`src/rtl/loop_sequencer_pkg.sv`:
```
// Shared definitions for the loop sequencer: opcodes, FSM states,
// error codes and instruction field helpers.
package loop_sequencer_pkg;

  localparam int INSTR_W = 18;

  // Processing opcodes 0..14
  localparam logic [4:0] OP_MATMUL      = 5'd0;
  localparam logic [4:0] OP_CONV        = 5'd1;
  localparam logic [4:0] OP_ADD         = 5'd2;
  localparam logic [4:0] OP_SUB         = 5'd3;
  localparam logic [4:0] OP_MUL         = 5'd4;
  localparam logic [4:0] OP_DIV         = 5'd5;
  localparam logic [4:0] OP_MAX         = 5'd6;
  localparam logic [4:0] OP_MIN         = 5'd7;
  localparam logic [4:0] OP_RELU        = 5'd8;
  localparam logic [4:0] OP_SIGMOID     = 5'd9;
  localparam logic [4:0] OP_TANH        = 5'd10;
  localparam logic [4:0] OP_SHIFT       = 5'd11;
  localparam logic [4:0] OP_AND         = 5'd12;
  localparam logic [4:0] OP_OR          = 5'd13;
  localparam logic [4:0] OP_ZERO        = 5'd14;
  // Memory opcodes
  localparam logic [4:0] OP_LOAD        = 5'd15;
  localparam logic [4:0] OP_STORE       = 5'd16;
  // Loop opcodes, executed inside the sequencer
  localparam logic [4:0] OP_START_INDEP = 5'd17;
  localparam logic [4:0] OP_START_LOOP  = 5'd18;
  localparam logic [4:0] OP_JUMP_OR_END = 5'd19;

  typedef enum logic [2:0] {
    S_IDLE  = 3'd0,
    S_FETCH = 3'd1,
    S_ISSUE = 3'd2,
    S_DONE  = 3'd3,
    S_ERR   = 3'd4
  } seq_state_t;

  localparam logic [1:0] ERR_NONE      = 2'b00;
  localparam logic [1:0] ERR_ILLEGAL   = 2'b01;
  localparam logic [1:0] ERR_OVERFLOW  = 2'b10;
  localparam logic [1:0] ERR_UNDERFLOW = 2'b11;

  // Opcode lives in bits [0:4]; bit 0 is the MSB.
  function automatic logic [4:0] opcode_of(input logic [0:INSTR_W-1] instr);
    return instr[0:4];
  endfunction

  // Loop count register index lives in bits [5:7].
  function automatic logic [2:0] loop_idx_of(input logic [0:INSTR_W-1] instr);
    return instr[5:7];
  endfunction

endpackage

```
`src/rtl/loop_sequencer_stack.sv`:
```
// Hardware loop stack: each entry holds the loop body start pc, the
// remaining iteration count and the completed iteration count.
module loop_stack
  import loop_sequencer_pkg::*;
#(
  parameter int DEPTH = 4,
  parameter int PC_W  = 10,
  parameter int CNT_W = 16,
  parameter int LVL_W = 3
) (
  input  logic             clk,
  input  logic             reset,
  input  logic             clear,
  input  logic             push,
  input  logic             pop,
  input  logic             dec,
  input  logic [PC_W-1:0]  push_pc,
  input  logic [CNT_W-1:0] push_cnt,
  output logic [PC_W-1:0]  top_pc,
  output logic [CNT_W-1:0] top_rem,
  output logic [CNT_W-1:0] top_iter,
  output logic [LVL_W-1:0] level,
  output logic             full,
  output logic             empty
);

  localparam int IDX_W = (DEPTH > 1) ? $clog2(DEPTH) : 1;

  logic [PC_W-1:0]  pc_mem   [DEPTH];
  logic [CNT_W-1:0] rem_mem  [DEPTH];
  logic [CNT_W-1:0] iter_mem [DEPTH];
  logic [LVL_W-1:0] level_r;
  logic [IDX_W-1:0] top_idx_s;
  logic [IDX_W-1:0] push_idx_s;

  assign top_idx_s  = IDX_W'(level_r - LVL_W'(1));
  assign push_idx_s = IDX_W'(level_r);
  assign full       = (level_r == LVL_W'(DEPTH));
  assign empty      = (level_r == '0);
  assign level      = level_r;
  assign top_pc     = empty ? '0 : pc_mem[top_idx_s];
  assign top_rem    = empty ? '0 : rem_mem[top_idx_s];
  assign top_iter   = empty ? '0 : iter_mem[top_idx_s];

  // Stack storage and depth: clear wins, then push, pop, decrement.
  always_ff @(posedge clk or posedge reset) begin
    if (reset) begin
      level_r <= '0;
      for (int i = 0; i < DEPTH; i++) begin
        pc_mem[i]   <= '0;
        rem_mem[i]  <= '0;
        iter_mem[i] <= '0;
      end
    end else if (clear) begin
      level_r <= '0;
    end else if (push && !full) begin
      pc_mem[push_idx_s]   <= push_pc;
      rem_mem[push_idx_s]  <= push_cnt;
      iter_mem[push_idx_s] <= '0;
      level_r              <= level_r + LVL_W'(1);
    end else if (pop && !empty) begin
      level_r <= level_r - LVL_W'(1);
    end else if (dec && !empty) begin
      rem_mem[top_idx_s]  <= rem_mem[top_idx_s] - CNT_W'(1);
      iter_mem[top_idx_s] <= iter_mem[top_idx_s] + CNT_W'(1);
    end
  end

endmodule

```
`src/rtl/loop_sequencer.sv`:
```
// Instruction sequencer: fetches words, runs loop opcodes on a local
// stack and hands processing/memory instructions out over valid/ready.
module loop_sequencer
  import loop_sequencer_pkg::*;
#(
  parameter int PC_W       = 10,
  parameter int LOOP_DEPTH = 4,
  parameter int CNT_W      = 16
) (
  input  logic               clk,
  input  logic               reset,
  input  logic               start,
  input  logic [PC_W-1:0]    prog_len,
  input  logic               cfg_we,
  input  logic [2:0]         cfg_idx,
  input  logic [CNT_W-1:0]   cfg_count,
  output logic               imem_en,
  output logic [PC_W-1:0]    imem_addr,
  input  logic [0:INSTR_W-1] imem_data,
  output logic               mem_valid,
  output logic [0:INSTR_W-1] mem_instr,
  input  logic               mem_ready,
  output logic               proc_valid,
  output logic [0:INSTR_W-1] proc_instr,
  input  logic               proc_ready,
  output logic [2:0]         loop_level,
  output logic [CNT_W-1:0]   loop_iter,
  output logic               busy,
  output logic               done,
  output logic               error,
  output logic [1:0]         error_code
);

  seq_state_t         state_r, next_state_s;
  logic [PC_W-1:0]    pc_r, next_pc_s, pc_inc_s, prog_len_r;
  logic [0:INSTR_W-1] ir_r, cur_instr_s;
  logic               fresh_r;
  logic [CNT_W-1:0]   cnt_r [8];
  logic               busy_r, done_r, error_r, imem_en_r;
  logic [1:0]         error_code_r, err_code_s;
  logic [PC_W-1:0]    imem_addr_r;
  logic [4:0]         op_s;
  logic [2:0]         idx_s;
  logic               is_proc_s, is_mem_s, in_issue_s;
  logic               advance_s, err_set_s, err_clr_s, clear_s;
  logic               push_s, pop_s, dec_s;
  logic [CNT_W-1:0]   push_cnt_s, top_rem_s, top_iter_s;
  logic [PC_W-1:0]    top_pc_s;
  logic               stk_full_s, stk_empty_s;
  logic [2:0]         stk_level_s;

  // On the first ISSUE cycle the word is still on imem_data; afterwards it is held in ir_r.
  assign cur_instr_s = fresh_r ? imem_data : ir_r;
  assign op_s        = opcode_of(cur_instr_s);
  assign idx_s       = loop_idx_of(cur_instr_s);
  assign is_proc_s   = (op_s <= OP_ZERO);
  assign is_mem_s    = (op_s == OP_LOAD) || (op_s == OP_STORE);
  assign in_issue_s  = (state_r == S_ISSUE);
  assign pc_inc_s    = pc_r + PC_W'(1);
  assign push_cnt_s  = (cnt_r[idx_s] == '0) ? CNT_W'(1) : cnt_r[idx_s];

  assign proc_valid  = in_issue_s && is_proc_s;
  assign mem_valid   = in_issue_s && is_mem_s;
  assign proc_instr  = proc_valid ? cur_instr_s : '0;
  assign mem_instr   = mem_valid ? cur_instr_s : '0;
  assign imem_en     = imem_en_r;
  assign imem_addr   = imem_addr_r;
  assign busy        = busy_r;
  assign done        = done_r;
  assign error       = error_r;
  assign error_code  = error_code_r;
  assign loop_level  = stk_level_s;
  assign loop_iter   = top_iter_s;

  loop_stack #(
    .DEPTH (LOOP_DEPTH),
    .PC_W  (PC_W),
    .CNT_W (CNT_W),
    .LVL_W (3)
  ) u_stack (
    .clk      (clk),
    .reset    (reset),
    .clear    (clear_s),
    .push     (push_s),
    .pop      (pop_s),
    .dec      (dec_s),
    .push_pc  (pc_inc_s),
    .push_cnt (push_cnt_s),
    .top_pc   (top_pc_s),
    .top_rem  (top_rem_s),
    .top_iter (top_iter_s),
    .level    (stk_level_s),
    .full     (stk_full_s),
    .empty    (stk_empty_s)
  );

  // Next-state, next-pc and stack/error control decode.
  always_comb begin
    next_state_s = state_r;
    next_pc_s    = pc_r;
    advance_s    = 1'b0;
    err_set_s    = 1'b0;
    err_clr_s    = 1'b0;
    err_code_s   = ERR_NONE;
    clear_s      = 1'b0;
    push_s       = 1'b0;
    pop_s        = 1'b0;
    dec_s        = 1'b0;
    case (state_r)
      S_IDLE: begin
        if (start) begin
          clear_s   = 1'b1;
          err_clr_s = 1'b1;
          next_pc_s = '0;
          if (prog_len == '0) begin
            next_state_s = S_DONE;
          end else begin
            next_state_s = S_FETCH;
          end
        end else begin
          next_state_s = S_IDLE;
        end
      end
      S_FETCH: next_state_s = S_ISSUE;
      S_ISSUE: begin
        if (is_proc_s) begin
          advance_s = proc_ready;
        end else if (is_mem_s) begin
          advance_s = mem_ready;
        end else if ((op_s == OP_START_INDEP) || (op_s == OP_START_LOOP)) begin
          if (stk_full_s) begin
            err_set_s  = 1'b1;
            err_code_s = ERR_OVERFLOW;
          end else begin
            push_s    = 1'b1;
            advance_s = 1'b1;
          end
        end else if (op_s == OP_JUMP_OR_END) begin
          if (stk_empty_s) begin
            err_set_s  = 1'b1;
            err_code_s = ERR_UNDERFLOW;
          end else if (top_rem_s > CNT_W'(1)) begin
            dec_s        = 1'b1;
            next_pc_s    = top_pc_s;
            next_state_s = S_FETCH;
          end else begin
            pop_s     = 1'b1;
            advance_s = 1'b1;
          end
        end else begin
          err_set_s  = 1'b1;
          err_code_s = ERR_ILLEGAL;
        end
      end
      S_DONE: begin
        clear_s      = 1'b1;
        next_state_s = S_IDLE;
      end
      S_ERR:   next_state_s = S_IDLE;
      default: next_state_s = S_IDLE;
    endcase
    if (err_set_s) begin
      next_state_s = S_ERR;
    end else if (advance_s) begin
      next_pc_s    = pc_inc_s;
      next_state_s = (pc_inc_s == prog_len_r) ? S_DONE : S_FETCH;
    end else begin
      next_pc_s = next_pc_s;
    end
  end

  // Sequencer state, pc, program length and instruction register.
  always_ff @(posedge clk or posedge reset) begin
    if (reset) begin
      state_r    <= S_IDLE;
      pc_r       <= '0;
      prog_len_r <= '0;
      ir_r       <= '0;
      fresh_r    <= 1'b0;
    end else begin
      state_r <= next_state_s;
      pc_r    <= next_pc_s;
      fresh_r <= (state_r == S_FETCH);
      if ((state_r == S_IDLE) && start) prog_len_r <= prog_len;
      if (fresh_r) ir_r <= imem_data;
    end
  end

  // Loop count registers, writable only while the sequencer is not running.
  always_ff @(posedge clk or posedge reset) begin
    if (reset) begin
      for (int i = 0; i < 8; i++) cnt_r[i] <= '0;
    end else if (cfg_we && !busy_r) begin
      cnt_r[cfg_idx] <= cfg_count;
    end
  end

  // Registered status and fetch outputs, derived from the upcoming state.
  always_ff @(posedge clk or posedge reset) begin
    if (reset) begin
      busy_r       <= 1'b0;
      done_r       <= 1'b0;
      imem_en_r    <= 1'b0;
      imem_addr_r  <= '0;
      error_r      <= 1'b0;
      error_code_r <= ERR_NONE;
    end else begin
      busy_r      <= (next_state_s == S_FETCH) || (next_state_s == S_ISSUE);
      done_r      <= (next_state_s == S_DONE);
      imem_en_r   <= (next_state_s == S_FETCH);
      imem_addr_r <= (next_state_s == S_FETCH) ? next_pc_s : '0;
      if (err_set_s) begin
        error_r      <= 1'b1;
        error_code_r <= err_code_s;
      end else if (err_clr_s) begin
        error_r      <= 1'b0;
        error_code_r <= ERR_NONE;
      end
    end
  end

endmodule
```
`config.mk`:
```
export PLATFORM = sky130hd
export DESIGN_NAME = loop_sequencer
export DESIGN_NICKNAME = d
export VERILOG_FILES = /design/src/rtl/loop_sequencer_pkg.sv /design/src/rtl/loop_sequencer_stack.sv /design/src/rtl/loop_sequencer.sv
export SDC_FILE = /design/constraint.sdc
export NUM_CORES = 1
export LEC_CHECK = 0
export ABC_CLOCK_PERIOD_IN_PS = 10840
export BUFFER_PORTS_ARGS = -buffer_cell sky130_fd_sc_hd__buf_2
export CAP_MARGIN = 15
export CORE_ASPECT_RATIO = 1.5
export CORE_UTILIZATION = 45
export DETAILED_ROUTE_END_ITERATION = 16
export PLACE_DENSITY = 0.76
export SLEW_MARGIN = 10
export SYNTH_ARGS = -nofsm -noshare
export SYNTH_HDL_FRONTEND = slang
export SYNTH_SLANG_ARGS = --single-unit
```
`constraint.sdc`:
```
create_clock -name clk -period 10.84 [get_ports clk]
set_input_delay 1.626 -clock clk [delete_from_list [all_inputs] [get_ports clk]]
set_output_delay 1.626 -clock clk [all_outputs]
set_load 0.005 [all_outputs]
```
---- Word-level counts from Yosys, hierarchy flattened ----
Cells that the tools add are included.
word-level totals
  output and inout bits ................... 73
  bits of input ports ..................... 53
  register bits ........................... 357
operators by class
  reductions and logical operators ........ 25
  $add $sub $neg .......................... 5
  bitwise operators ....................... 7
  order comparisons ....................... 9
  equality and inequality tests ........... 14
  multiplexer cells ....................... 107
operators by type and width
  kind                   count
  $mux 64                6
  $bwmux 64              3
  $mux 16                12
  $mux 10                13
  $bwmux 128             1
  $and 64x64->64         1
  $bmux 16 s2            2
  $demux 16 s2           2
  $not 64->64            1
  $mux 18                3
  $bmux 16 s3            1
  $demux 16 s3           1
  $bwmux 40              1
  $mux 3                 12
  $mux 1                 34
  $mux 2                 11
  $bmux 10 s2            1
  $demux 10 s2           1
  $eq 5x5->1 const B     4
  $pmux 10 s2            1
  $add 16x1->16 const B  1
  $gt 16x1->1 const B    1
  $logic_not 16->1       1
  $sub 16x1->16 const B  1
  other kinds (28)       52

---- Longest topological paths before layout ----
Gate-level depths: netlist of the first run.
  word-level depth ........................ 18
  depth in mapped cells ................... 18

---- Modules after synthesis ----
Synthesis of the first run repeated with hierarchy kept, for this count alone.
second synthesis, totals
  cells, all modules ...................... 1603
  area total of the unflattened synthesis .. 18138.6 um^2
by module, submodules not included
  module          times used  area an instance (um^2)  cells each  sequential area each (um^2)
  loop_sequencer  1           9300.2                   782         4654.5
  loop_stack      1           8838.5                   821         4279.1

---- Worst setup path before layout of the first run ----
OpenSTA, ideal clock, no wires.
  path type ............................... register to output
  from .................................... reg u_stack.level_r[0], in the netlist u_stack.level[0]
  to ...................................... out loop_iter[14]
  path buffers ............................ 10
  arrival ................................. 4.567 ns
  setup slack ............................. 4.647 ns
  cell stages (with the launch flop) ...... 15
  required time ........................... 9.214 ns
  cells stage by stage .................... dfrtp_1 -> buf_4 -> buf_6 -> buf_2 -> clkbuf_1 -> clkbuf_1 -> inv_1 -> ha_1 -> clkbuf_1 -> clkbuf_1 -> buf_2 -> buf_1 -> buf_2 -> mux4_2 -> and2_1
on the way
  cells in the longest elaborated chain, start to end .. 6
  elaborated cells between the ends (all ways) .. 7
ends and longest elaborated chain
  what                                         line                        source
  start, declared                              loop_sequencer_stack.sv:32  logic [LVL_W-1:0] level_r;
  start signal, assigned                       loop_sequencer_stack.sv:60  level_r <= level_r + LVL_W'(1);
  start signal, assigned                       loop_sequencer_stack.sv:62  level_r <= level_r - LVL_W'(1);
  $sub 3x1->3                                  --
  $not 2->3 (implied by the code)              loop_sequencer_stack.sv:43  assign top_iter = empty ? '0 : iter_mem[top_idx_s];
  $bmux 16 s2                                  loop_sequencer_stack.sv:43
  $mux 16 (implied by the code) (2 in series)  loop_sequencer_stack.sv:43
  $mux 16 (*)                                  loop_sequencer_stack.sv:43
  end, declared                                loop_sequencer.sv:27        output logic [CNT_W-1:0] loop_iter,
Every way passes the cells marked *; elsewhere a longest branch is shown, timed or not. The select of a mux whose other input is x is not followed.

---- Final worst setup path of the first run ----
  from .................................... reg u_stack.level_r[0], in the netlist u_stack.level[0]
  to ...................................... reg imem_addr_r[0], in the netlist imem_addr[0]
on the way
  cells in the longest elaborated chain, start to end .. 18
  elaborated cells between the ends (all ways) .. 47
ends and longest elaborated chain
  what                                         line                                                    source
  $sub 3x1->3                                  --
  $not 2->3 (implied by the code)              loop_sequencer_stack.sv:41, loop_sequencer_stack.sv:42
  $bmux 16 s2                                  loop_sequencer_stack.sv:42                              assign top_rem = empty ? '0 : rem_mem[top_idx_s];
  $mux 16 (implied by the code) (2 in series)  loop_sequencer_stack.sv:42
  $mux 16                                      loop_sequencer_stack.sv:42
  $gt 16x1->1                                  loop_sequencer.sv:142                                   end else if (top_rem_s > CNT_W'(1)) begin
  $mux 3 or $mux 1 (tied branches)             loop_sequencer.sv:142
  $mux 3 or $mux 1 (tied branches)             loop_sequencer.sv:139                                   if (stk_empty_s) begin
  $mux 3 or $mux 1 (tied branches)             loop_sequencer.sv:138                                   end else if (op_s == OP_JUMP_OR_END) begin
  $mux 3 or $mux 1 (tied branches)             loop_sequencer.sv:130                                   end else if ((op_s == OP_START_INDEP) || (op_s == OP_START_LOOP)) begin
  $mux 3 or $mux 1 (tied branches)             loop_sequencer.sv:128                                   end else if (is_mem_s) begin
  $mux 3 or $mux 1 (tied branches)             loop_sequencer.sv:126                                   if (is_proc_s) begin
  $pmux 3 s3 or $mux 1 (tied branches)         loop_sequencer.sv:109                                   case (state_r)
  $mux 3                                       loop_sequencer.sv:164                                   end else if (advance_s) begin
  $mux 3                                       loop_sequencer.sv:162                                   if (err_set_s) begin
  $eq 3x1->1                                   loop_sequencer.sv:211                                   imem_addr_r <= (next_state_s == S_FETCH) ? next_pc_s : '0;
  $mux 10 (*)                                  loop_sequencer.sv:211
  end signal, assigned                         loop_sequencer.sv:211
  end, declared                                loop_sequencer.sv:41                                    logic [PC_W-1:0] imem_addr_r;
Marked as above.
A chain may end at the register's enable or synchronous reset.

==> reports/metrics.yaml, run 1 <==
power:
  netSwitchingFraction_pct: 36.2
  ir_worst_vdd_mv: 0.186
  power.internal_uw: 3140
  p_switching_uw: 1780
  pwr_density_cell_mw_per_mm2: 250
  leakagePower_uw: 0.00875
  power.combinational.fraction_pct: 35.5
  share_seq_of_total_power_pct: 39.2
  clockPowerShare_pct: 25.3
timing:
  relSlewSlack_pct: 23.8
  drv_slew: 0
  fmaxAchievable_mhz: 175
  timing_worst_slew_pin_value_ns: 1.14
  grt_setup_unrepaired: "false"
  period_utilisation_layout_pct: 52.6
  fin_skew_ns: 0.0267
  period_needed_ns: 5.70
  final_sum_of_negative_setup_slack_ns: 0
  final-hold-violation-count: 0
  finalWorstSetupSlack_ns: 5.14
  timing.final.setup_violations: 0
flow_run:
  cap_violations: 0
synthesis:
  synth_sequential_area_ratio_pct: 51.1
  average_instance_area_after_synthesis_sq_um: 11.2
  synth-edff-count: 0
  ys_top_cells_by_area: "dfrtp_1 (51%), mux2_2 (9.1%), mux4_2 (7.2%), nand2_1 (4.4%), o21ai_0 (3.5%)"
  yosys_warnings: 0
  number_of_library_cell_types_mapped_by_synthesis: 74
  ys_async_sr_fraction_pct: 100
  net_count_after_synthesis: 1620
  area_share_of_the_largest_cell_type_after_synthesis_pct: 51.1
  synthTopCellsByCount: "dfrtp_1 (357), nand2_1 (206), mux2_2 (141), o21ai_0 (123), nand3_1 (89)"
  synthDominantAreaCellType: "dfrtp_1"
  post_synthesis_instance_area_sq_mm: 0.0175
  synth-main-ff-cell: "dfrtp_1"
  postSynthRegisterBits: 357
  most_numerous_cell_in_the_yosys_netlist: "dfrtp_1"
  postSynthCellCount: 1559
setup_path:
  cp_cell_sequence: "buf_4, inv_1, ha_2, buf_4, mux4_2, or3_1, nor4_4, a311oi_1, o21ai_4, mux2_2, a2111oi_2"
  start_kind: "flip-flop"
  crit-reg2reg-capture: "imem_addr[0]"
  arrival_ns: 6.12
  slowest_stage: "buf_4"
  reg2reg_slack_ns: 5.14
  critPathMostFrequentCell: "buf_4"
  critical_path_class: "flip-flop to flip-flop"
  critical_path.max_stage_delay_ns: 0.68
  cp_max_fo: 46
  end_kind: "flip-flop"
  rr_worst_depth: 11
  timing.rr.start: "u_stack.level[0]"
  critPathRequiredTime_ns: 11.26
routing:
  met3RoutedLength_microns: 2480
  maxUsedRoutingLayer: "met4"
  detail_route.vias_per_cell: 5.95
  vias: 12907
  dr.pass1.iters: 5
  drt_iter0_drc: 814
  route.detailed.wl_per_inst_microns: 20.5
  wl_met1_microns: 16900
  residual_antenna_violating_net_count_after_detailed_routing: 0
  drcViolationCount: 0
  route.met2.wl_microns: 23200
  drt-total-wl_microns: 44400
clock_network:
  clock_tree.root_cell: "clkbuf_16"
  clock_tree_from_tritoncts: "yes"
  cts-buffers-inserted: 36
  clock-sinks: 357
  clock_insertion_delay_worst_skew_ns: 0.53
  ctsResizeCount: 0
  post_cts_buffers: 0
  max-clock-path-buffers: 3
  clk_pin_slew_worst_paths_ns: 0.06
  cts_htree_levels: 2
  ctsHoldBuffers: 0
die:
  vertical_extent_of_the_die_microns: 244
  rows: 88
  design.portCount: 126
  die_w_microns: 163
  design.die.area_sq_mm: 0.0397
  floorplan.core_area_sq_mm: 0.0384
  initial_core_util_pct: 45.5
grt:
  grt_pass1_vias: 13442
  first_pass_grt_wire_length_microns: 72100
  grt_antenna_before_repair: 2
  grt.overflow.total: 0
  pin_count_of_the_biggest_net_entering_global_routing: 81
  grt_use_total_pct: 23.0
placement:
  gp_routability_congestion: 0.838
  buffer_ports.inserted: 124
  dp_hpwl_microns: 28800
  preCtsSetupSlack_ns: 5.12
hold_path:
  timing.hold.worst_path_depth: 1
  hold_path_class: "flip-flop to flip-flop"
  min_delay_worst_endpoint: "error"
  worst_hold_startpoint: "error"
cells_and_area:
  design.final.nets: 1709
  fillCellCount: 3275
  final_util_pct: 51.2
  area_delta_synth_final_pct: 12.5
  drive_above_1_share_pct: 25.2
  antennaDiodeCount: 0
outcome:
  run_status: "finished clean"
[cells by family (layout without fill, tap and decap cells)]
| group | count (synthesis) | count (layout) | share of synthesized area, % |
|---|---|---|---|
| other | 1 | 1 | 0.0214 |
| buffers and inverters | 143 | 258 | 3.40 |
| muxes | 238 | 238 | 18.7 |
| xor gates and xnor gates | 48 | 48 | 2.48 |
| DFF | 357 | 357 | 51.1 |
| and+or+nand+nor | 501 | 501 | 13.6 |
| adders and majority gates | 8 | 8 | 0.572 |
| AOI/OAI and AO/OA | 263 | 263 | 10.2 |
[routing by layer]
layer | vias up | GRT usage, %
met5 | - | 0
met4 | 0 | 11.2
met3 | 134 | 3.42
met2 | 470 | 40.8
met1 | 6511 | 26.8
li1 | 5792 | -
[worst max-delay path by stage]
stage / start / endpoint / slack (ns) / cells past startpoint
4_1_cts: u_stack.level[0] / imem_addr[0] / 5.10 / 11
6_report: u_stack.level[0] / imem_addr[0] / 5.14 / 11
5_1_grt: u_stack.level[0] / imem_addr[0] / 4.79 / 11
2_1_floorplan: reset / busy / 4.43 / 1
3_5_place_dp: u_stack.level[0] / imem_addr[0] / 5.12 / 11
3_3_place_gp: u_stack.level[0] / imem_addr[0] / 5.29 / 11
[power by group through the flow]
stage	clock network [uW]	logic (uW)	registers, uW
after floorplan	0	1340	1850
after global placement	0	1680	1930
after detailed placement	0	1740	1950
after CTS	1260	1750	1930
after global routing	1310	1890	1980
final	1250	1750	1930
[critical path: cells and delay by family, from the launching register on]
kind / cells / cell delay (ns)
adders and majority gates: 1 / 0.39
and+or+nand+nor: 2 / 1.12
buffers and inverters: 3 / 1.51
AOI/OAI and AO/OA: 3 / 1.17
DFF: 1 / 0.35
muxes: 2 / 1.00
[cell usage in the layout, fill, tap and decap left out, types with 25 or more instances in the layout]
cell type | Yosys | final
inv_1 | 44 | 42
dfrtp_1 | 357 | 355
mux2_2 | 141 | 141
clkbuf_16 | 0 | 36
nand3_1 | 89 | 89
nor2_1 | 84 | 84
and2_1 | 28 | 28
buf_4 | 5 | 25
o21ai_0 | 123 | 122
nand2_1 | 206 | 206
mux2i_1 | 40 | 40
xnor2_1 | 29 | 29
buf_2 | 19 | 124
mux4_2 | 56 | 56
o221ai_1 | 37 | 37
[final cells by class]
type                    instances  area (sq um)  area share [%]
clock buffers                  54          1050            5.32
clock inverters                10           121           0.616
inverters                      45           173           0.877
multi-input cells            1059          7990            40.6
flip-flops and latches        357          8940            45.4
well taps                     495           619            3.15
repair buffers                149           808            4.10
[flip-flops by register name (all words and copies together) (netlist names)]
signal	flops
imem_en	1
u_stack.rem_mem	64
error	1
pc_r	10
u_stack.pc_mem	40
u_stack.level	3
fresh_r	1
state_r	3
cnt_r	128
ir_r	18
done	1
u_stack.iter_mem	64
busy	1
imem_addr	10
prog_len_r	10
error_code	2
[per-stage QoR]
stage / cell area (sq um) / total power (uW) / instances / hold WS, ns
after floorplan: 17500 / 3190 / 1559 / 0.441
final: 19700 / 4930 / 2169 / 0.477
after global routing: 19700 / 5180 / 2169 / 0.502
after detailed placement: 18500 / 3690 / 2105 / 0.468
after CTS: 19700 / 4940 / 2169 / 0.482
after global placement: 18500 / 3610 / 2105 / 0.457
Note: power is estimated with default switching activity, not from simulation.
==> inputs of run 2 (changes only) <==
--- a/config.mk
+++ b/config.mk
@@ -5,13 +5,13 @@
 export SDC_FILE = /design/constraint.sdc
 export NUM_CORES = 1
 export LEC_CHECK = 0
-export ABC_CLOCK_PERIOD_IN_PS = 10840
+export ABC_CLOCK_PERIOD_IN_PS = 5900
 export BUFFER_PORTS_ARGS = -buffer_cell sky130_fd_sc_hd__buf_2
 export CAP_MARGIN = 15
 export CORE_ASPECT_RATIO = 1.5
 export CORE_UTILIZATION = 45
 export DETAILED_ROUTE_END_ITERATION = 16
-export PLACE_DENSITY = 0.76
+export PLACE_DENSITY = 0.73
 export SLEW_MARGIN = 10
 export SYNTH_ARGS = -nofsm -noshare
 export SYNTH_HDL_FRONTEND = slang
==> constraint.sdc (replaced) <==
create_clock -name clk -period 5.9 [get_ports clk]
set_input_delay 0.885 -clock clk [delete_from_list [all_inputs] [get_ports clk]]
set_output_delay 0.885 -clock clk [all_outputs]
set_load 0.005 [all_outputs]
==> run 2 against run 1 <==
Die area unchanged. Combinational power up 87%. Sequential power up 84%. Sequential share of layout area down 0.33 points. Hold slack worse by 0.17 ns. Cell area up 0.74%. Maximum frequency up 16%. Critical endpoint unchanged. Largest power group unchanged.
==> reports/metrics.yaml, run 2 (synthesis results as in run 1) <==
outcome:
  run_status: "finished clean"
routing:
  vias: 12827  # -0.62%
  dr.pass1.iters: 5  # unchanged
  route.detailed.wl_per_inst_microns: 20.5  # +0.20%
  drt_iter0_drc: 908  # +12%
  residual_antenna_violating_net_count_after_detailed_routing: 0  # unchanged
  drt-total-wl_microns: 44400  # +0.16%
  detail_route.vias_per_cell: 5.92  # -0.57%
  drcViolationCount: 0  # unchanged
die:
  rows: 88  # unchanged
  initial_core_util_pct: 45.5  # unchanged
  design.portCount: 126  # unchanged
  vertical_extent_of_the_die_microns: 244  # unchanged
  design.die.area_sq_mm: 0.0397  # unchanged
  die_w_microns: 163  # unchanged
  floorplan.core_area_sq_mm: 0.0384  # unchanged
cells_and_area:
  drive_above_1_share_pct: 25.6  # +0.40 points
  design.final.nets: 1709  # unchanged
  max_ffs_per_register: 128  # unchanged
  biggest_registers_after_layout: "cnt_r (128), u_stack.iter_mem (64), u_stack.rem_mem (64)"
  largest-register: "cnt_r"
  layout_cell_area_excl_fill_sq_mm: 0.0198  # +0.74%
  final_common_cell: "dfrtp_1"
  area_delta_synth_final_pct: 13.4
  mostFrequentLayoutCells: "dfrtp_1 (355), nand2_1 (206), mux2_2 (141)"
clock_network:
  clock_tree.root_cell: "clkbuf_16"
  clock-sinks: 357  # unchanged
  cts-buffers-inserted: 35  # -2.8%
  post_cts_buffers: 0  # unchanged
  cts_htree_levels: 2  # unchanged
  ctsResizeCount: 0  # unchanged
  max-clock-path-buffers: 3  # unchanged
  ctsHoldBuffers: 0  # unchanged
  clock_insertion_delay_worst_skew_ns: 0.53  # about the same
  clk_pin_slew_worst_paths_ns: 0.06  # about the same
  clock_tree_from_tritoncts: "yes"
timing:
  final-hold-violation-count: 0  # unchanged
  finalWorstSetupSlack_ns: 0.996  # -4.14 ns
  final_sum_of_negative_setup_slack_ns: 0  # unchanged
  fmaxAchievable_mhz: 204  # +16%
  drv_slew: 0  # unchanged
  grt_setup_unrepaired: "false"
  timing.final.setup_violations: 0  # unchanged
  period_utilisation_layout_pct: 83.1  # +30 points
  relSlewSlack_pct: 17.3  # -6.5 points
  fin_skew_ns: 0.0172  # -0.00953 ns
  period_needed_ns: 4.90  # -0.800 ns
  timing_worst_slew_pin_value_ns: 1.24  # +0.101 ns
setup_path:
  critical_path_class: "flip-flop to flip-flop"
  critPathRequiredTime_ns: 6.32  # -4.94 ns
  cp_max_fo: 25  # -46%
  arrival_ns: 5.32  # -0.80 ns
  end_kind: "flip-flop"
  start_kind: "flip-flop"
placement:
  buffer_ports.inserted: 124  # unchanged
  dpl_cell_area_sq_mm: 0.0186  # +0.21%
  dp_hpwl_microns: 29000  # +0.70%
  preCtsSetupSlack_ns: 1.05  # -4.07 ns
  gp_routability_congestion: 0.872  # +4.1%
flow_run:
  cap_violations: 0  # unchanged
grt:
  grt.overflow.total: 0  # unchanged
  grt_pass1_vias: 13131  # -2.3%
  pin_count_of_the_biggest_net_entering_global_routing: 199  # +150%
  grt_antenna_before_repair: 2  # unchanged
  first_pass_grt_wire_length_microns: 71300  # -1.2%
  grt_use_total_pct: 22.8  # -0.15 points
hold_path:
  hold_path_class: "input port to async pin"
power:
  ir_worst_vdd_mv: 0.235  # +27%
  leakagePower_uw: 0.00882  # +0.82%
  pwr_density_cell_mw_per_mm2: 469  # +88%
==> run 2: layout make-up <==
| class | count | area [sq um] |
|---|---|---|
| Fill cell | 3310 | 18600 |
| Clock buffer | 42 | 975 |
| Sequential cell | 357 | 8940 |
| Timing Repair Buffer | 150 | 841 |
| Clock inverter | 18 | 298 |
| Antenna cell | 2 | 5.00 |
| Inverter | 45 | 173 |
| Multi-Input combinational cell | 1059 | 7990 |
| Tap cell | 495 | 619 |
==> run 2: path summary, 6_finish.rpt <==
kind                                    start              endpoint  slack [ns]  depth (start not counted)
setup / recovery             u_stack.level[1]          imem_addr[0]         1.0                         10
hold / removal                          reset            cnt_r[126]        0.31                          2
setup reg to reg             u_stack.level[1]          imem_addr[0]         1.0                         10
hold reg to reg            u_stack.pc_mem[36]    u_stack.pc_mem[36]        0.47                          2
max in group asynchronous               reset  u_stack.iter_mem[15]        4.25                          3
min in group clk           u_stack.pc_mem[36]    u_stack.pc_mem[36]        0.47                          2
==> run 2: stage by stage <==
| step | util, % | total power (uW) | hold WS [ns] | std cells |
|---|---|---|---|---|
| floorplan | - | 5860 | 0.441 | 1559 |
| global placement | 48.3 | 6700 | 0.457 | 2106 |
| detailed placement | 48.3 | 6840 | 0.466 | 2106 |
| CTS | 51.6 | 9350 | 0.306 | 2166 |
| global route | 51.6 | 9800 | 0.309 | 2167 |
| finish | 51.6 | 9310 | 0.308 | 2168 |
==> run 2: metal layers <==
layer	GRT usage (%)	vias up	wire (microns)
li1	-	5790	-
met4	10.7	0	1770
met2	41.1	385	23800
met1	26.3	6531	16900
met3	3.39	121	1920
met5	0	-	0
==> run 2: worst max-delay path: stages (launching register included) <==
cell and delay [ns]:
dfrtp_1 0.41, inv_1 0.11, ha_2 0.69, buf_4 0.36, mux4_2 0.40, or4_1 0.57
nor3_4 0.50, a311oi_1 0.24, o21ai_4 0.63, mux2_2 0.54, a2111oi_2 0.31
==> run 2: where the power goes <==
| part | total (uW) | internal [uW] | switching [uW] | leakage, uW |
|---|---|---|---|---|
| combinational | 3270 | 1380 | 1900 | 0.00352 |
| clock | 2490 | 1530 | 958 | 0.000633 |
| sequential | 3550 | 3110 | 441 | 0.00467 |
==> inputs of run 3 (changes only) <==
--- a/config.mk
+++ b/config.mk
@@ -5,13 +5,13 @@
 export SDC_FILE = /design/constraint.sdc
 export NUM_CORES = 1
 export LEC_CHECK = 0
-export ABC_CLOCK_PERIOD_IN_PS = 5900
+export ABC_CLOCK_PERIOD_IN_PS = 4100
 export BUFFER_PORTS_ARGS = -buffer_cell sky130_fd_sc_hd__buf_2
 export CAP_MARGIN = 15
 export CORE_ASPECT_RATIO = 1.5
 export CORE_UTILIZATION = 45
 export DETAILED_ROUTE_END_ITERATION = 16
-export PLACE_DENSITY = 0.73
+export PLACE_DENSITY = 0.76
 export SLEW_MARGIN = 10
 export SYNTH_ARGS = -nofsm -noshare
 export SYNTH_HDL_FRONTEND = slang
==> constraint.sdc (replaced) <==
create_clock -name clk -period 4.1 [get_ports clk]
set_input_delay 0.615 -clock clk [delete_from_list [all_inputs] [get_ports clk]]
set_output_delay 0.615 -clock clk [all_outputs]
set_load 0.005 [all_outputs]
==> run 3 against run 2 <==
Die area did not move. Utilization rose by 0.40 points. Power rose by 42%. Cell area rose by 0.77%. Critical path depth did not move. Via count rose by 1.6%. Register-to-register slack got worse by 0.83 ns. Clock power rose by 32%. Clock-buffer cell count rose by 8. Global-route usage rose by 0.16 points. Routed wire length rose by 0.37%. Critical endpoint is now imem_addr[1]. Highest routed layer is now met5.
==> reports/metrics.yaml, run 3 (synthesis results as in run 1) <==
outcome:
  run_status: "finished clean"
timing:
  period_needed_ns: 3.93  # -0.973 ns
  timing_worst_slew_pin_value_ns: 1.17  # -0.0723 ns
  period_utilisation_layout_pct: 95.9  # +13 points
  timing.final.setup_violations: 0  # unchanged
  final-hold-violation-count: 0  # unchanged
  fmaxAchievable_mhz: 254  # +25%
  grt_setup_unrepaired: "false"
  drv_slew: 0  # unchanged
  relSlewSlack_pct: 22.2  # +4.8 points
  fin_skew_ns: 0.0114  # -0.00584 ns
  final_sum_of_negative_setup_slack_ns: 0  # unchanged
clock_network:
  clk_pin_slew_worst_paths_ns: 0.06  # about the same
  clock_insertion_delay_worst_skew_ns: 0.53  # about the same
  max-clock-path-buffers: 3  # unchanged
  clock_tree_from_tritoncts: "yes"
  clock_tree.root_cell: "clkbuf_16"
  post_cts_buffers: 0  # unchanged
  clock-sinks: 357  # unchanged
  cts_htree_levels: 2  # unchanged
  cts-buffers-inserted: 34  # -2.9%
grt:
  grt_pass1_vias: 13461  # +2.5%
  grt_use_total_pct: 23.0  # +0.16 points
  pin_count_of_the_biggest_net_entering_global_routing: 142  # -29%
  grt_antenna_before_repair: 3  # +1
  grt_most_used_layer: "met2"
  global_routing_usage_on_met2_pct: 41.5  # +0.41 points
  grt.overflow.total: 0  # unchanged
  first_pass_grt_wire_length_microns: 71800  # +0.70%
  grt.met1_usage_pct: 26.2  # -0.049 points
  met3_usage_pct: 2.96  # -0.43 points
routing:
  vias: 13033  # +1.6%
  dr.pass1.iters: 5  # unchanged
  drcViolationCount: 0  # unchanged
  drt_iter0_drc: 918  # +1.1%
  drt-total-wl_microns: 44600  # +0.37%
  route.detailed.wl_per_inst_microns: 20.4  # -0.59%
  detail_route.vias_per_cell: 5.95  # +0.63%
  residual_antenna_violating_net_count_after_detailed_routing: 0  # unchanged
cells_and_area:
  area_delta_synth_final_pct: 14.3
  final_util_pct: 52.0  # +0.40 points
  largest-register: "cnt_r"
  biggest_registers_after_layout: "cnt_r (128), u_stack.iter_mem (64), u_stack.rem_mem (64)"
  final_common_cell: "dfrtp_1"
  seqCellArea_sq_mm: 0.00894  # unchanged
  drive_above_1_share_pct: 26.4  # +0.81 points
  max_ffs_per_register: 128  # unchanged
  total_area_of_multi_input_combinational_cells_sq_mm: 0.00801  # +0.22%
  mostFrequentLayoutCells: "dfrtp_1 (355), nand2_1 (205), mux2_2 (140)"
  fillCellCount: 3220  # -2.7%
  design.final.nets: 1729  # +1.2%
setup_path:
  start_kind: "flip-flop"
  arrival_ns: 4.32  # -1.00 ns
  timing.rr.start: "u_stack.level[1]"
  critical_path_class: "flip-flop to flip-flop"
  critical_path.max_stage_delay_ns: 0.64  # -0.05 ns
  crit-reg2reg-capture: "imem_addr[1]"
  reg2reg_slack_ns: 0.17  # -0.83 ns
  rr_worst_depth: 10  # unchanged
  end_kind: "flip-flop"
  slowest_stage: "or4_1"
  cp_cell_sequence: "inv_1, ha_4, mux4_2, or4_1, nor3_4, a311oi_2, o21ai_4, buf_4, mux2_2, nor3b_2"
  critPathRequiredTime_ns: 4.49  # -1.83 ns
  cp_max_fo: 24  # -4.0%
placement:
  gp_routability_congestion: 0.895  # +2.6%
  dp_hpwl_microns: 30000  # +3.7%
  buffer_ports.inserted: 124  # unchanged
power:
  ir_worst_vdd_mv: 0.354  # +51%
  pwr_density_cell_mw_per_mm2: 662  # +41%
  leakagePower_uw: 0.00891  # +0.97%
die:
  initial_core_util_pct: 45.5  # unchanged
  floorplan.core_area_sq_mm: 0.0384  # unchanged
  design.portCount: 126  # unchanged
  die_w_microns: 163  # unchanged
  vertical_extent_of_the_die_microns: 244  # unchanged
  design.die.area_sq_mm: 0.0397  # unchanged
  rows: 88  # unchanged
flow_run:
  cap_violations: 0  # unchanged
hold_path:
  hold_path_class: "input port to async pin"
[run 3: cell types whose count changed in the layout (fill, tap and decap cells not counted), sizes merged]
cell,before,now
bufinv,8,3
buf,150,171
inv,45,44
clkbuf,42,50
clkinv,9,6
clkinvlp,1,2
[run 3: layout make-up]
type                    count  area share (%)
well taps                 495            3.10
multi-input cells        1059            40.1
repair buffers            171            5.37
clock buffers              50            5.23
clock inverters            10           0.638
flip-flops and latches    357            44.7
diodes                      2          0.0250
inverters                  45           0.876
[run 3: repair_timing]
action                     in CTS  in global routing
resized for setup               0                  1
hold buffers                    0                  0
setup endpoints to repair       0                 19
[run 3: stage by stage]
step / total power (uW) / cells / cell area (sq um) / setup WS (ns) / hold slack (ns)
after detailed placement: 9960 / 2127 / 18800 / 0.221 / 0.466
after CTS: 13300 / 2187 / 20000 / 0.0893 / 0.115
after floorplan: 8520 / 1559 / 17600 / -1.30 / 0.441
after global placement: 9770 / 2127 / 18800 / 0.329 / 0.456
after global routing: 13900 / 2188 / 20000 / 0.0220 / 0.147
final: 13200 / 2189 / 20000 / 0.170 / 0.114
[run 3: worst max-delay path by stage]
stage	depth (start not counted)	end	start
2_1_floorplan	1	busy	reset
3_3_place_gp	10	imem_addr[1]	u_stack.level[1]
3_5_place_dp	10	imem_addr[1]	u_stack.level[1]
4_1_cts	8	mem_instr[1]	fresh_r
5_1_grt	8	mem_instr[1]	fresh_r
6_report	10	imem_addr[1]	u_stack.level[1]
[run 3: critical path: cells and delay by family, from the launching register on]
family	cells	cell delay, ns
flops	1	0.42
buf+inv	2	0.44
compound gates	2	0.41
fa+ha+maj	1	0.45
simple gates	3	1.27
mux	2	0.79
[run 3: where the power goes]
group / switching, uW / internal [uW]
Clock: 1340 / 1960
Combinational: 2790 / 2080
Sequential: 605 / 4480
[run 3: layer usage]
metal  up-vias  wire length, microns
li1       5835                     -
met1      6646                 16300
met2       415                 24400
met3       135                  2070
met4         2                  1900
met5         -                    16
